<file path="src/rtl/big_inport_rx.sv">
// Wide-value receiver: captures a strobed fabric word and serializes it MSB-first
// as 8-bit bytes for the processor inport bus.
module big_inport_rx #(
  parameter int WIDTH = 26
) (
  input  logic             i_clk,
  input  logic             i_rst,
  input  logic [WIDTH-1:0] i_vb,
  input  logic             i_vb_wr,
  input  logic             i_latch,
  input  logic             i_rd,
  output logic [7:0]       o_data,
  output logic             o_avail,
  output logic             o_overrun,
  output logic             o_busy
);

  // state | meaning
  // IDLE  | no bytes pending, o_data held at 0x00
  // READ  | count bytes remain, o_data shows the current one
  localparam int NBYTES = (WIDTH + 7) / 8;
  localparam int SW     = 8 * NBYTES;
  localparam int CW     = $clog2(NBYTES + 1);

  typedef enum logic {IDLE, READ} state_t;

  state_t           state;
  logic [WIDTH-1:0] holding;
  logic [SW-1:0]    hold_ext;
  logic [SW-1:0]    shift;
  logic [CW-1:0]    count;

  // Zero-extend to whole bytes so the first byte carries the leftover top bits.
  always_comb begin
    hold_ext = '0;
    hold_ext[WIDTH-1:0] = holding;
  end

  // Availability/overrun tracker; a latch in the same cycle as a write masks overrun.
  always_ff @(posedge i_clk or negedge i_rst) begin
    if (!i_rst) begin
      holding   <= '0;
      o_avail   <= 1'b0;
      o_overrun <= 1'b0;
    end else begin
      if (i_vb_wr) holding <= i_vb;
      if (i_vb_wr)      o_avail <= 1'b1;
      else if (i_latch) o_avail <= 1'b0;
      if (i_latch)                   o_overrun <= 1'b0;
      else if (i_vb_wr && o_avail)   o_overrun <= 1'b1;
    end
  end

  always_ff @(posedge i_clk or negedge i_rst) begin
    if (!i_rst) begin
      state  <= IDLE;
      shift  <= '0;
      count  <= '0;
      o_data <= 8'h00;
      o_busy <= 1'b0;
    end else begin
      case (state)
        IDLE: begin
          if (i_latch) begin
            state  <= READ;
            shift  <= hold_ext;
            count  <= CW'(NBYTES);
            o_data <= hold_ext[SW-1 -: 8];
            o_busy <= 1'b1;
          end
        end
        READ: begin
          if (i_latch) begin
            shift  <= hold_ext;
            count  <= CW'(NBYTES);
            o_data <= hold_ext[SW-1 -: 8];
            o_busy <= 1'b1;
          end else if (i_rd) begin
            shift <= shift << 8;
            count <= count - CW'(1);
            if (count == CW'(1)) begin
              state  <= IDLE;
              o_data <= 8'h00;
              o_busy <= 1'b0;
            end else begin
              o_data <= shift[SW-9 -: 8];
            end
          end
        end
      endcase
    end
  end

endmodule

</file>
<file path="config.mk">
export PLATFORM = sky130hd
export DESIGN_NAME = big_inport_rx
export DESIGN_NICKNAME = d
export VERILOG_FILES = /design/src/rtl/big_inport_rx.sv
export SDC_FILE = /design/constraint.sdc
export NUM_CORES = 1
export LEC_CHECK = 0
export BUFFER_PORTS_ARGS = -buffer_cell sky130_fd_sc_hd__buf_2
export CORE_MARGIN = 10
export CORE_UTILIZATION = 60
export DETAILED_ROUTE_END_ITERATION = 7
export MAX_ROUTING_LAYER = met4
export PLACE_DENSITY = 0.88
export SLEW_MARGIN = 40
export SYNTH_ARGS = -nofsm -noshare
export SYNTH_HDL_FRONTEND = slang
export SYNTH_SLANG_ARGS = --single-unit
</file>
<file path="constraint.sdc">
create_clock -name i_clk -period 3.4 [get_ports i_clk]
set_input_delay 0.34 -clock i_clk [delete_from_list [all_inputs] [get_ports i_clk]]
set_output_delay 0.34 -clock i_clk [all_outputs]
set_load 0.01 [all_outputs]
</file>
==> metrics.md, run 1 <==
| Metric | Value |
|---|---|
| DR vias/cell | `5.559` |
| Worst-case reg-to-reg path depth | `3` |
| Status | `finished with violations` |
| Die area | `7497 µm²` |
| Met2 wire length | `2542 µm` |
| Commonest non-fill, non-tap cell in the layout | `dfrtp_1` |
| Syn_nets | `258` |
| Synth cell types | `25` |
| Row Count | `24` |
| Fmax | `638.1 MHz` |
| Final #Nets | `296` |
| Starting density of the core | `0.6152` |
| #FFs+latches synth | `65` |
| Failing checks | `hold timing` |
| Startpoint class of the critical path | `flop` |
| Leakage power | `0.001442 µW` |
| P&R area growth vs syn | `14.11%` |
| Actual slew at the worst max-slew pin | `794.8 ps` |
| Tmin final | `1567 ps` |
| PostCTS Resize Cnt | `0` |
| Clk pin slew, worst setup/hold paths | `70 ps` |
| # port buffers | `41` |
| HPWL Detailed | `3471 µm` |
| Post-Route WL | `5034 µm` |
| Post-Syn Area | `2660 µm²` |
| Yosys warns | `0` |
| Initial antenna violation count | `0` |
| RePlAce Congestion | `0.7764` |
| Req. time, crit path | `3600 ps` |
| DRC viols | `0` |
| Hold Buf Count CTS | `0` |
| Max clock buf depth | `2` |
| Power per cell area | `550.0 nW/µm²` |
| Post-Layout Cell Count | `320` |
| Clk sinks | `65` |
| Overall Power | `1670 µW` |
| Clock Latency Late Sink | `330 ps` |
| Most frequent cells in the layout | `65 x dfrtp_1, 41 x nand2_1, 39 x buf_2` |
| Final Hold Vio Count | `15` |
| 1st-pass router iterations | `4` |
| CTS buffer count | `9` |
| Total grt overflow | `0` |
| Hold WS | `-5.000 ps` |
| Remaining antenna violation count after routing | `0` |
| Final Cycle Share | `0.4609` |
| Die height | `86.59 µm` |
| Critical Path Sink Type | `flop` |
| # placed instances | `304` |
| Hold Path Class | `in2async` |
| Skew final | `4.709 ps` |
| RSZ-0062 raised after global routing | `false` |
| Largest net degree at the start of global routing | `61` |
| Root buffer cell | `clkbuf_8` |
| VDD IR max | `0.0003238 V` |
| Post-CTS setup buffers | `0` |
| Highest Signal Layer | `met4` |
| Avg Inst Size Synth | `11.82 µm²` |
| Placed Area | `2861 µm²` |
| WS Path Type | `reg2reg` |
| Core Area | `4324 µm²` |
| Global-route wire length before repair | `8645 µm` |
| Worst Path Max Fanout | `17` |
| Setup TNS | `0 ps` |
| Arr. time, crit path | `1760 ps` |
| Final setup fails | `0` |
| H-tree depth | `3` |
| Max_slew headroom | `0.4701` |
| Overall routing resource usage | `0.1492` |
| DR WL/cell | `15.73 µm` |
| Die width | `86.59 µm` |
| Vias in the first global route | `1867` |
| Post-synthesis sequential area ratio | `0.6115` |
| I/O pins | `42` |
| # diodes | `0` |
| Maxcap violations | `0` |
| CTS tree | `built` |
| Met3 WL | `267 µm` |
| First-iteration detailed-routing DRC count | `150` |
| Pins Over Slew Limit | `0` |
| Layout cells sized above 1 | `0.2500` |
| Post-route cell area | `3035 µm²` |
| Detailed-route via count | `1779` |
| M1 WL | `2105 µm` |
| Syn Inst Count | `225` |
[state kept, by name, indices dropped and copies added, names as in the netlist]
register / cells
count: 3
holding: 26
o_avail: 1
o_busy: 1
o_data: 8
o_overrun: 1
shift: 24
state: 1
[critical path, cell delays in order (launching register included)]
cell     delay, ps
dfrtp_1        390
and2_1         670
mux2i_1        290
o21ai_1         80
[routing by layer]
metal | GRT usage | up-vias
li1 | - | 839
met1 | 0.1678 | 887
met5 | - | -
met4 | 0.07364 | 0
met3 | 0.05347 | 10
met2 | 0.2309 | 43
[final cells by class]
class	instances	area, µm²
well taps	52	65.06
fillers	312	1289
flip-flops and latches	65	1627
multi-input cells	141	937.1
clock inverters	3	15.01
repair buffers	42	217.7
clock buffers	13	158.9
inverters	4	15.01
[final timing paths]
path | start | end | slack (ps)
setup / recovery | state$_DFF_PN0_ | shift[22]$_DFFE_PN0P_ | 1830
hold / removal | i_rst | shift[2]$_DFFE_PN0P_ | -5
min in group i_clk | i_vb[16] | holding[16]$_DFFE_PN0P_ | 220
max in group asynchronous | i_rst | o_overrun$_DFFE_PN0P_ | 2740
setup reg to reg | state$_DFF_PN0_ | shift[22]$_DFFE_PN0P_ | 1830
hold reg to reg | holding[12]$_DFFE_PN0P_ | holding[12]$_DFFE_PN0P_ | 490
[report_power, final]
part	switching, µW	internal, µW	leakage (µW)	total (µW)
logic	106	90.3	0.000566	196
registers	47.0	855	0.000783	902
clock network	270	301	0.0000932	571
total	423	1250	0.00144	1670
[synthesized netlist by cell type]
| cell type | n | area, µm² |
|---|---|---|
| buf_2 | 5 | 25.02 |
| o21ai_0 | 1 | 5.000 |
| dfrtp_1 | 65 | 1627 |
| nor2_1 | 3 | 11.26 |
| mux2_1 | 18 | 202.7 |
| ha_1 | 2 | 25.02 |
| a2bb2oi_1 | 2 | 17.52 |
| buf_4 | 1 | 7.510 |
| nand2b_1 | 1 | 6.260 |
| a21o_1 | 1 | 7.510 |
| xnor2_1 | 1 | 8.760 |
| and2_1 | 1 | 6.260 |
| a21oi_1 | 9 | 45.04 |
| mux2i_1 | 16 | 160.2 |
| nand2_2 | 1 | 6.260 |
| nand3_1 | 9 | 45.04 |
| nand2_1 | 41 | 153.9 |
| clkbuf_1 | 7 | 26.28 |
| buf_6 | 2 | 22.52 |
| mux2_2 | 8 | 90.09 |
| inv_2 | 1 | 3.750 |
| a211oi_2 | 1 | 12.51 |
| o21ai_1 | 25 | 125.1 |
| inv_1 | 3 | 11.26 |
| xor2_1 | 1 | 8.760 |
[per-stage QoR]
step           worst slack [ps]  utilization
3_3_place_gp               1834       0.6606
3_5_place_dp               1773       0.6617
5_1_grt                    1718       0.7020
2_1_floorplan              2185            -
4_1_cts                    1824       0.7020
6_report                   1833       0.7020
[logic make-up (layout without fill, tap and decap cells)]
group,Yosys count,after routing,share of synthesized area
buffers and inverters,19,62,0.03622
DFF,65,65,0.6115
muxes,42,42,0.1703
adders and majority gates,2,2,0.009406
AOI/OAI and AO/OA,39,39,0.07996
xor gates and xnor gates,2,2,0.006586
and+or+nand+nor,56,56,0.08608
No activity file was read; power rests on OpenSTA's default activity.
==> run 2: changes to the inputs <==
--- a/config.mk
+++ b/config.mk
@@ -5,12 +5,13 @@
 export SDC_FILE = /design/constraint.sdc
 export NUM_CORES = 1
 export LEC_CHECK = 0
+export ABC_AREA = 1
 export BUFFER_PORTS_ARGS = -buffer_cell sky130_fd_sc_hd__buf_2
 export CORE_MARGIN = 10
-export CORE_UTILIZATION = 60
+export CORE_UTILIZATION = 56
 export DETAILED_ROUTE_END_ITERATION = 7
 export MAX_ROUTING_LAYER = met4
-export PLACE_DENSITY = 0.88
+export PLACE_DENSITY = 0.83
 export SLEW_MARGIN = 40
 export SYNTH_ARGS = -nofsm -noshare
 export SYNTH_HDL_FRONTEND = slang
==> constraint.sdc (replaced) <==
create_clock -name i_clk -period 1.5 [get_ports i_clk]
set_input_delay 0.15 -clock i_clk [delete_from_list [all_inputs] [get_ports i_clk]]
set_output_delay 0.15 -clock i_clk [all_outputs]
set_load 0.01 [all_outputs]
==> run 2 against run 1 <==
The flow now finishes without violations; clock skew grew 1.2 ps; via count increased by 20%; sequential power up 120%; worst setup slack got worse by 1600 ps; first-iteration DRC count is 45% lower; cell count up 35%; critical path depth rose by 2; worst hold slack better by 13 ps; critical endpoint is now shift[21]$_DFFE_PN0P_; largest power group unchanged.
==> metrics.md, run 2 <==
| Metric | Value |
|---|---|
| Worst-path cell chain | `nand2_4 -> nand2_8 -> inv_4 -> nand2_1 -> nand2_1 (was and2_1 -> mux2i_1 -> o21ai_1)` |
| P&R area growth vs syn | `15.21% (was 14.11%)` |
| Asr flop ratio synth | `1.000 (unchanged)` |
| Die area | `8295 µm² (was 7497 µm²)` |
| Final core utilization | `0.6766 (was 0.7020)` |
| Sw frac | `0.2727 (was 0.2535)` |
| Req. time, crit path | `1740 ps (was 3600 ps)` |
| Avg Inst Size Synth | `8.952 µm² (was 11.82 µm²)` |
| Status | `complete, no violations (was finished with violations)` |
| CP bufs+invs | `1 (was 0)` |
| DR WL/cell | `12.77 µm (was 15.73 µm)` |
| Number of synthesized flops with an enable pin | `0 (unchanged)` |
| P_sw | `1056 µW (was 423.2 µW)` |
| I/O pins | `42 (unchanged)` |
| Core Area | `4817 µm² (was 4324 µm²)` |
| Power per cell area | `1188 nW/µm² (was 550.0 nW/µm²)` |
| Overall routing resource usage | `0.1479 (was 0.1492)` |
| Yosys warns | `0 (unchanged)` |
| Max_slew headroom | `0.7752 (was 0.4701)` |
| Skew final | `5.868 ps (was 4.709 ps)` |
| # port buffers | `41 (unchanged)` |
| Seq pwr share | `0.521 (was 0.540)` |
| Final Cycle Share | `0.8542 (was 0.4609)` |
| Post-Syn Area | `2829 µm² (was 2660 µm²)` |
| Top_reg_cell synth | `dfrtp_1 (unchanged)` |
| First-iteration detailed-routing DRC count | `82 (was 150)` |
| Maxcap violations | `0 (unchanged)` |
| Filler Cells Inserted | `393 (was 312)` |
| Global-route wire length before repair | `9749 µm (was 8645 µm)` |
| CP endpoint | `shift[21]$_DFFE_PN0P_ (was shift[22]$_DFFE_PN0P_)` |
| Actual slew at the worst max-slew pin | `337.1 ps (was 794.8 ps)` |
| Startpoint class of the critical path | `flop (unchanged)` |
| Most used cell, CP | `nand2_1` |
| Final setup fails | `0 (unchanged)` |
| # diodes | `0 (unchanged)` |
| Critical Path Source | `state$_DFF_PN0_ (unchanged)` |
| Critical-path top delay cell | `dfrtp_1 (was and2_1)` |
| Int Pwr | `2816 µW (was 1246 µW)` |
| Top reg by flops | `holding (unchanged)` |
| Top Family by Delay on Critical Path | `flip-flops (was simple AND/OR/NAND/NOR gates)` |
| Worst-case reg-to-reg path depth | `5 (was 3)` |
| Simple-Gate Fraction of Synth Area | `0.2441 (was 0.08608)` |
| Tmin final | `1281 ps (was 1567 ps)` |
| Adder-cell share of the synthesized area | `0.008846 (was 0.009407)` |
| VDD IR max | `0.0006283 V (was 0.0003238 V)` |
| Max reg flops | `26 (unchanged)` |
| Die width | `91.08 µm (was 86.59 µm)` |
| Mux share of post-synthesis cell area | `0.007961 (was 0.1703)` |
| Synth top cells by count | `107 x nand2_1, 65 x dfrtp_1, 40 x inv_1, 29 x nand3_1, 25 x o21ai_0 (was 65 x dfrtp_1, 41 x nand2_1, 25 x o21ai_1, 18 x mux2_1, 16 x mux2i_1)` |
| Final Hold Vio Count | `0 (was 15)` |
| RSZ-0062 raised after global routing | `false (unchanged)` |
| RePlAce Congestion | `0.7923 (was 0.7764)` |
| Detailed-route via count | `2137 (was 1779)` |
| Root buffer cell | `clkbuf_8 (unchanged)` |
| WS Path Type | `reg2reg (unchanged)` |
| Synth cell types | `22 (was 25)` |
| Clock Latency Late Sink | `350 ps (was 330 ps)` |
| Placed Area | `3048 µm² (was 2861 µm²)` |
| DRC viols | `0 (unchanged)` |
| Initial antenna violation count | `0 (unchanged)` |
| Clk sinks | `65 (unchanged)` |
| Pins Over Slew Limit | `0 (unchanged)` |
| Final Worst Setup Slack | `218.6 ps (was 1833 ps)` |
| CTS buffer count | `9 (unchanged)` |
| Largest regs | `holding (26), shift (24), o_data (8) (unchanged)` |
| Hold Path Class | `in2reg (was in2async)` |
| Vias in the first global route | `2138 (was 1867)` |
| Post-synthesis sequential area ratio | `0.5750 (was 0.6115)` |
| #FFs+latches synth | `65 (unchanged)` |
| Post-route cell area | `3259 µm² (was 3035 µm²)` |
| Syn_nets | `349 (was 258)` |
| Footprint of the multi-input gates | `937.1 µm² (unchanged)` |
| Row Count | `25 (was 24)` |
| Synth area leader | `dfrtp_1 (unchanged)` |
| Clk pin slew, worst setup/hold paths | `70 ps (about the same)` |
| Reg area | `1627 µm² (unchanged)` |
| Leakage power | `0.001752 µW (was 0.001442 µW)` |
| CTS tree | `built (unchanged)` |
| CP max stage delay | `540 ps (was 670 ps)` |
| Hold WS | `8.136 ps (was -5.000 ps)` |
| H-tree depth | `3 (unchanged)` |
| Most frequent cells in the layout | `107 x nand2_1, 65 x dfrtp_1, 41 x buf_2 (was 65 x dfrtp_1, 41 x nand2_1, 39 x buf_2)` |
| 1st-pass router iterations | `4 (unchanged)` |
| Area share of the largest cell type after synthesis | `0.5750 (was 0.6115)` |
| Compound-cell area share of the yosys netlist | `0.07032 (was 0.07996)` |
| Place WS | `276.6 ps (was 1773 ps)` |
| Clock share of power | `0.346 (was 0.342)` |
| Syn Inst Count | `316 (was 225)` |
| XOR/XNOR Fraction of Synth Area | `0 (was 0.006585)` |
| Largest cells by area after synthesis | `dfrtp_1 57%, nand2_1 14%, inv_1 5.3% (was dfrtp_1 61%, mux2_1 7.6%, mux2i_1 6.0%)` |
| Worst Path Max Fanout | `26 (was 17)` |
| Setup TNS | `0 ps (unchanged)` |
| Max clock buf depth | `2 (unchanged)` |
| Post-CTS setup buffers | `0 (unchanged)` |
| HPWL Detailed | `3818 µm (was 3471 µm)` |
| Commonest non-fill, non-tap cell in the layout | `nand2_1 (was dfrtp_1)` |
| Critical Path Sink Type | `flop (unchanged)` |
| Fmax | `780.4 MHz (was 638.1 MHz)` |
| Reg2Reg Capture Point | `shift[21]$_DFFE_PN0P_ (was shift[22]$_DFFE_PN0P_)` |
| Largest family of logic cells by synthesized area | `simple AND/OR/NAND/NOR gates (was multiplexers)` |
| Logic gate share of total power | `0.134 (was 0.118)` |
| Starting density of the core | `0.5873 (was 0.6152)` |
| R2r startpoint | `state$_DFF_PN0_ (unchanged)` |
| Post-Route WL | `5504 µm (was 5034 µm)` |
| R2R setup slack | `220 ps (was 1830 ps)` |
| DR vias/cell | `4.958 (was 5.559)` |
| Final #Nets | `392 (was 296)` |
| Layout cells sized above 1 | `0.2170 (was 0.2500)` |
| Remaining antenna violation count after routing | `0 (unchanged)` |
| Die height | `91.08 µm (was 86.59 µm)` |
| CP Depth | `5 (was 3)` |
| Largest net degree at the start of global routing | `66 (was 61)` |
| Total grt overflow | `0 (unchanged)` |
| Count leader, synth | `nand2_1 (was dfrtp_1)` |
| Arr. time, crit path | `1520 ps (was 1760 ps)` |
run 2: what timing repair did:
action | in CTS | in global routing
hold endpoints to repair | 67 | 0
gates resized for setup | 0 | 0
hold buffers | 3 | 0
endpoints found under the setup margin | 0 | 0
run 2: layout make-up:
cell class	count	area share
clock buffer	11	0.04645
tap	67	0.02572
sequential	65	0.4990
inverter	42	0.04914
multi-input combinational	194	0.2875
timing repair buffer	47	0.08292
clock inverter	5	0.009213
run 2: stage by stage:
stage,power [µW],std cells
2_1_floorplan,2383,316
3_5_place_dp,2564,412
4_1_cts,3908,431
6_report,3872,431
5_1_grt,4086,431
3_3_place_gp,2539,412
run 2: logic make-up (layout without fill, tap and decap cells):
kind of cell,count (synthesis),in the layout
AOI/OAI and AO/OA,37,37
adders and majority gates,2,2
buffers and inverters,57,105
DFF,65,65
muxes,2,2
and+or+nand+nor,153,153
run 2: tightest hold or removal path, cell delays in order:
cell	delay, ps
buf_2	80
nand2_1	40
o21ai_0	50
run 2: power by group through the flow:
stage	clock, µW	sequential, µW	combinational [µW]
after global placement	0	2040	495
after CTS	1370	2020	526
final	1340	2020	517
after global routing	1450	2040	602
after detailed placement	0	2050	516
after floorplan	0	2040	340
run 2: worst min path at each step:
stage                     startpoint                       to  slack (ps)  cells past startpoint
after global placement         i_rst     count[2]$_DFFE_PN0P_         190                      2
after floorplan                i_rst     count[0]$_DFFE_PN0P_        -150                      0
after detailed placement       i_rst  holding[25]$_DFFE_PN0P_         190                      2
final                       i_vb[11]  holding[11]$_DFFE_PN0P_           8                      3
after CTS                   i_vb[14]  holding[14]$_DFFE_PN0P_           2                      3
after global routing         i_vb[2]   holding[2]$_DFFE_PN0P_           5                      3
run 2: routing by layer:
| metal | vias up | track usage | wire, µm |
|---|---|---|---|
| met5 | - | - | 0 |
| met4 | 0 | 0.06789 | 139 |
| met3 | 11 | 0.04856 | 270 |
| met2 | 52 | 0.2255 | 2560 |
| met1 | 1003 | 0.1739 | 2533 |
| li1 | 1071 | - | - |
==> run 3: changes to the inputs <==
--- a/config.mk
+++ b/config.mk
@@ -6,8 +6,7 @@
 export NUM_CORES = 1
 export LEC_CHECK = 0
 export ABC_AREA = 1
-export BUFFER_PORTS_ARGS = -buffer_cell sky130_fd_sc_hd__buf_2
-export CORE_MARGIN = 10
+export BUFFER_PORTS_ARGS = -buffer_cell sky130_fd_sc_hd__buf_4
 export CORE_UTILIZATION = 56
 export DETAILED_ROUTE_END_ITERATION = 7
 export MAX_ROUTING_LAYER = met4
==> run 3 against run 2 <==
Highest routed layer unchanged; clock skew is 2.2 ps higher; sequential power hardly changed; first-iteration DRC count is 45% higher; utilization is 2.9 points higher; non-clock buffer count is 2 lower; clock-buffer cell count stayed put; global-route usage is 8.5 points higher.
==> metrics.md, run 3 (synthesis gave the netlist of run 2 again) <==
| Metric | Value |
|---|---|
| Skew final | `8.085 ps (was 5.868 ps)` |
| GR Layer Usage met1 | `0.2729 (was 0.1739)` |
| RSZ-0062 raised after global routing | `false (unchanged)` |
| CTS tree | `built (unchanged)` |
| Final core utilization | `0.7056 (was 0.6766)` |
| Final Cycle Share | `0.8475 (was 0.8542)` |
| Overall routing resource usage | `0.2327 (was 0.1479)` |
| Post-Layout Cell Count | `429 (was 431)` |
| Final Worst Setup Slack | `228.7 ps (was 218.6 ps)` |
| DR vias/cell | `4.995 (was 4.958)` |
| Post-CTS setup buffers | `0 (unchanged)` |
| Die height | `73.08 µm (was 91.08 µm)` |
| P&R area growth vs syn | `19.37% (was 15.21%)` |
| Power per cell area | `1255 nW/µm² (was 1188 nW/µm²)` |
| Placed Area | `3138 µm² (was 3048 µm²)` |
| GRT met3 Usage | `0.07182 (was 0.04856)` |
| Met2 usage | `0.3817 (was 0.2255)` |
| H-tree depth | `3 (unchanged)` |
| CTS buffer count | `9 (unchanged)` |
| Detailed-route via count | `2143 (was 2137)` |
| Req. time, crit path | `1720 ps (was 1740 ps)` |
| Final #Nets | `390 (was 392)` |
| Post-Route WL | `5201 µm (was 5504 µm)` |
| HP Start | `i_vb[17] (was i_vb[11])` |
| Tmin final | `1271 ps (was 1281 ps)` |
| PostCTS Resize Cnt | `0 (unchanged)` |
| R2R setup slack | `230 ps (was 220 ps)` |
| Post-route cell area | `3377 µm² (was 3259 µm²)` |
| Row Count | `25 (unchanged)` |
| Clock Latency Late Sink | `330 ps (was 350 ps)` |
| CP max stage delay | `520 ps (was 540 ps)` |
| Critical-path top delay cell | `dfrtp_1 (unchanged)` |
| DRC viols | `0 (unchanged)` |
| Startpoint class of the critical path | `flop (unchanged)` |
| First-iteration detailed-routing DRC count | `119 (was 82)` |
| I/O pins | `42 (unchanged)` |
| Reg2Reg Capture Point | `shift[8]$_DFFE_PN0P_ (was shift[21]$_DFFE_PN0P_)` |
| Most used cell, CP | `nand2_1 (unchanged)` |
| Leakage power | `0.001794 µW (was 0.001752 µW)` |
| Fmax | `786.6 MHz (was 780.4 MHz)` |
| Clk pin slew, worst setup/hold paths | `70 ps (about the same)` |
| Footprint of the multi-input gates | `937.1 µm² (unchanged)` |
| Worst-path cell chain | `nand2_4 -> nand2_8 -> inv_4 -> nand2_1 -> nand2_1 (unchanged)` |
| R2r startpoint | `state$_DFF_PN0_ (unchanged)` |
| Critical Path Sink Type | `flop (unchanged)` |
| DR WL/cell | `12.12 µm (was 12.77 µm)` |
| Max clock buf depth | `2 (unchanged)` |
| Initial antenna violation count | `0 (unchanged)` |
| Most frequent cells in the layout | `107 x nand2_1, 65 x dfrtp_1, 44 x buf_4 (was 107 x nand2_1, 65 x dfrtp_1, 41 x buf_2)` |
| Arr. time, crit path | `1490 ps (was 1520 ps)` |
| Worst hold path cell count | `3 (unchanged)` |
| VDD IR max | `0.0007527 V (was 0.0006283 V)` |
| Status | `complete, no violations (unchanged)` |
| # port buffers | `41 (unchanged)` |
| Largest net degree at the start of global routing | `53 (was 66)` |
| Max_slew headroom | `0.6541 (was 0.7752)` |
| WHS Endpoint | `holding[17]$_DFFE_PN0P_ (was holding[11]$_DFFE_PN0P_)` |
| # diodes | `0 (unchanged)` |
| Commonest non-fill, non-tap cell in the layout | `nand2_1 (unchanged)` |
| Reg area | `1627 µm² (unchanged)` |
| Root buffer cell | `clkbuf_8 (unchanged)` |
| # placed instances | `412 (unchanged)` |
| Final Hold Vio Count | `0 (unchanged)` |
| Total grt overflow | `0 (unchanged)` |
| HPWL Detailed | `3421 µm (was 3818 µm)` |
| Clk sinks | `65 (unchanged)` |
| Remaining antenna violation count after routing | `0 (unchanged)` |
| 1st-pass router iterations | `4 (unchanged)` |
| RePlAce Congestion | `0.7613 (was 0.7923)` |
| Vias in the first global route | `2122 (was 2138)` |
| WS Path Type | `reg2reg (unchanged)` |
| Worst-case reg-to-reg path depth | `5 (unchanged)` |
| Place WS | `257.5 ps (was 276.6 ps)` |
| Top reg by flops | `holding (unchanged)` |
| Setup TNS | `0 ps (unchanged)` |
| Hold Path Class | `in2reg (unchanged)` |
| Die width | `73.08 µm (was 91.08 µm)` |
| Actual slew at the worst max-slew pin | `518.8 ps (was 337.1 ps)` |
| Largest regs | `holding (26), shift (24), o_data (8) (unchanged)` |
| Starting density of the core | `0.5911 (was 0.5873)` |
| Busiest grt layer | `met2 (unchanged)` |
| Layout cells sized above 1 | `0.2182 (was 0.2170)` |
| Filler Cells Inserted | `374 (was 393)` |
| Max reg flops | `26 (unchanged)` |
| Maxcap violations | `0 (unchanged)` |
| Pins Over Slew Limit | `0 (unchanged)` |
| Core Area | `4786 µm² (was 4817 µm²)` |
| Global-route wire length before repair | `9004 µm (was 9749 µm)` |
| Die area | `5340 µm² (was 8295 µm²)` |
| Final setup fails | `0 (unchanged)` |
| Worst Path Max Fanout | `26 (unchanged)` |
run 3: power by group:
part | internal, µW | total (µW) | switching [µW]
Sequential | 1940 | 2020 | 79.3
Clock | 1020 | 1670 | 653
Combinational | 231 | 548 | 317
run 3: repair_timing:
action                                  in CTS  in global routing
endpoints found under the setup margin       0                  0
endpoints found under the hold margin       40                  0
hold buffers                                 1                  0
run 3: final cells by class:
| cell class | count | share of cell area |
|---|---|---|
| clock buffer | 11 | 0.04483 |
| clock inverter | 5 | 0.02297 |
| inverter | 42 | 0.04743 |
| multi-input combinational | 194 | 0.2775 |
| sequential | 65 | 0.4817 |
| tap | 67 | 0.02482 |
| timing repair buffer | 45 | 0.1008 |
run 3: worst max-delay path: cells and delay by family, from the launching register on:
kind | cells | cell delay (ps)
and+or+nand+nor | 4 | 490
DFF | 1 | 520
buffers and inverters | 1 | 130
run 3: how the worst max path moves through the flow:
| stage | end | depth (start not counted) | slack [ps] | from |
|---|---|---|---|---|
| after floorplan | o_data[4]$_DFFE_PN0P_ | 6 | 400 | state$_DFF_PN0_ |
| after global placement | shift[9]$_DFFE_PN0P_ | 5 | 310 | state$_DFF_PN0_ |
| after detailed placement | o_data[4]$_DFFE_PN0P_ | 7 | 260 | count[1]$_DFFE_PN0P_ |
| after CTS | shift[12]$_DFFE_PN0P_ | 5 | 240 | state$_DFF_PN0_ |
| after global routing | o_data[2]$_DFFE_PN0P_ | 7 | 120 | count[1]$_DFFE_PN0P_ |
| final | shift[8]$_DFFE_PN0P_ | 5 | 230 | state$_DFF_PN0_ |
run 3: routing by layer:
layer  up-vias  part of all wire
li1       1068                 -
met1      1019              0.45
met2        49              0.50
met3         7             0.040
met4         0             0.013
met5         -                 0
run 3: per-stage QoR:
stage                     hold WS, ps  total power [µW]
after global placement          159.0              2569
after global routing            12.59              4432
after floorplan                -145.6              2383
after CTS                       11.39              4256
after detailed placement        161.0              2591
final                           22.66              4237
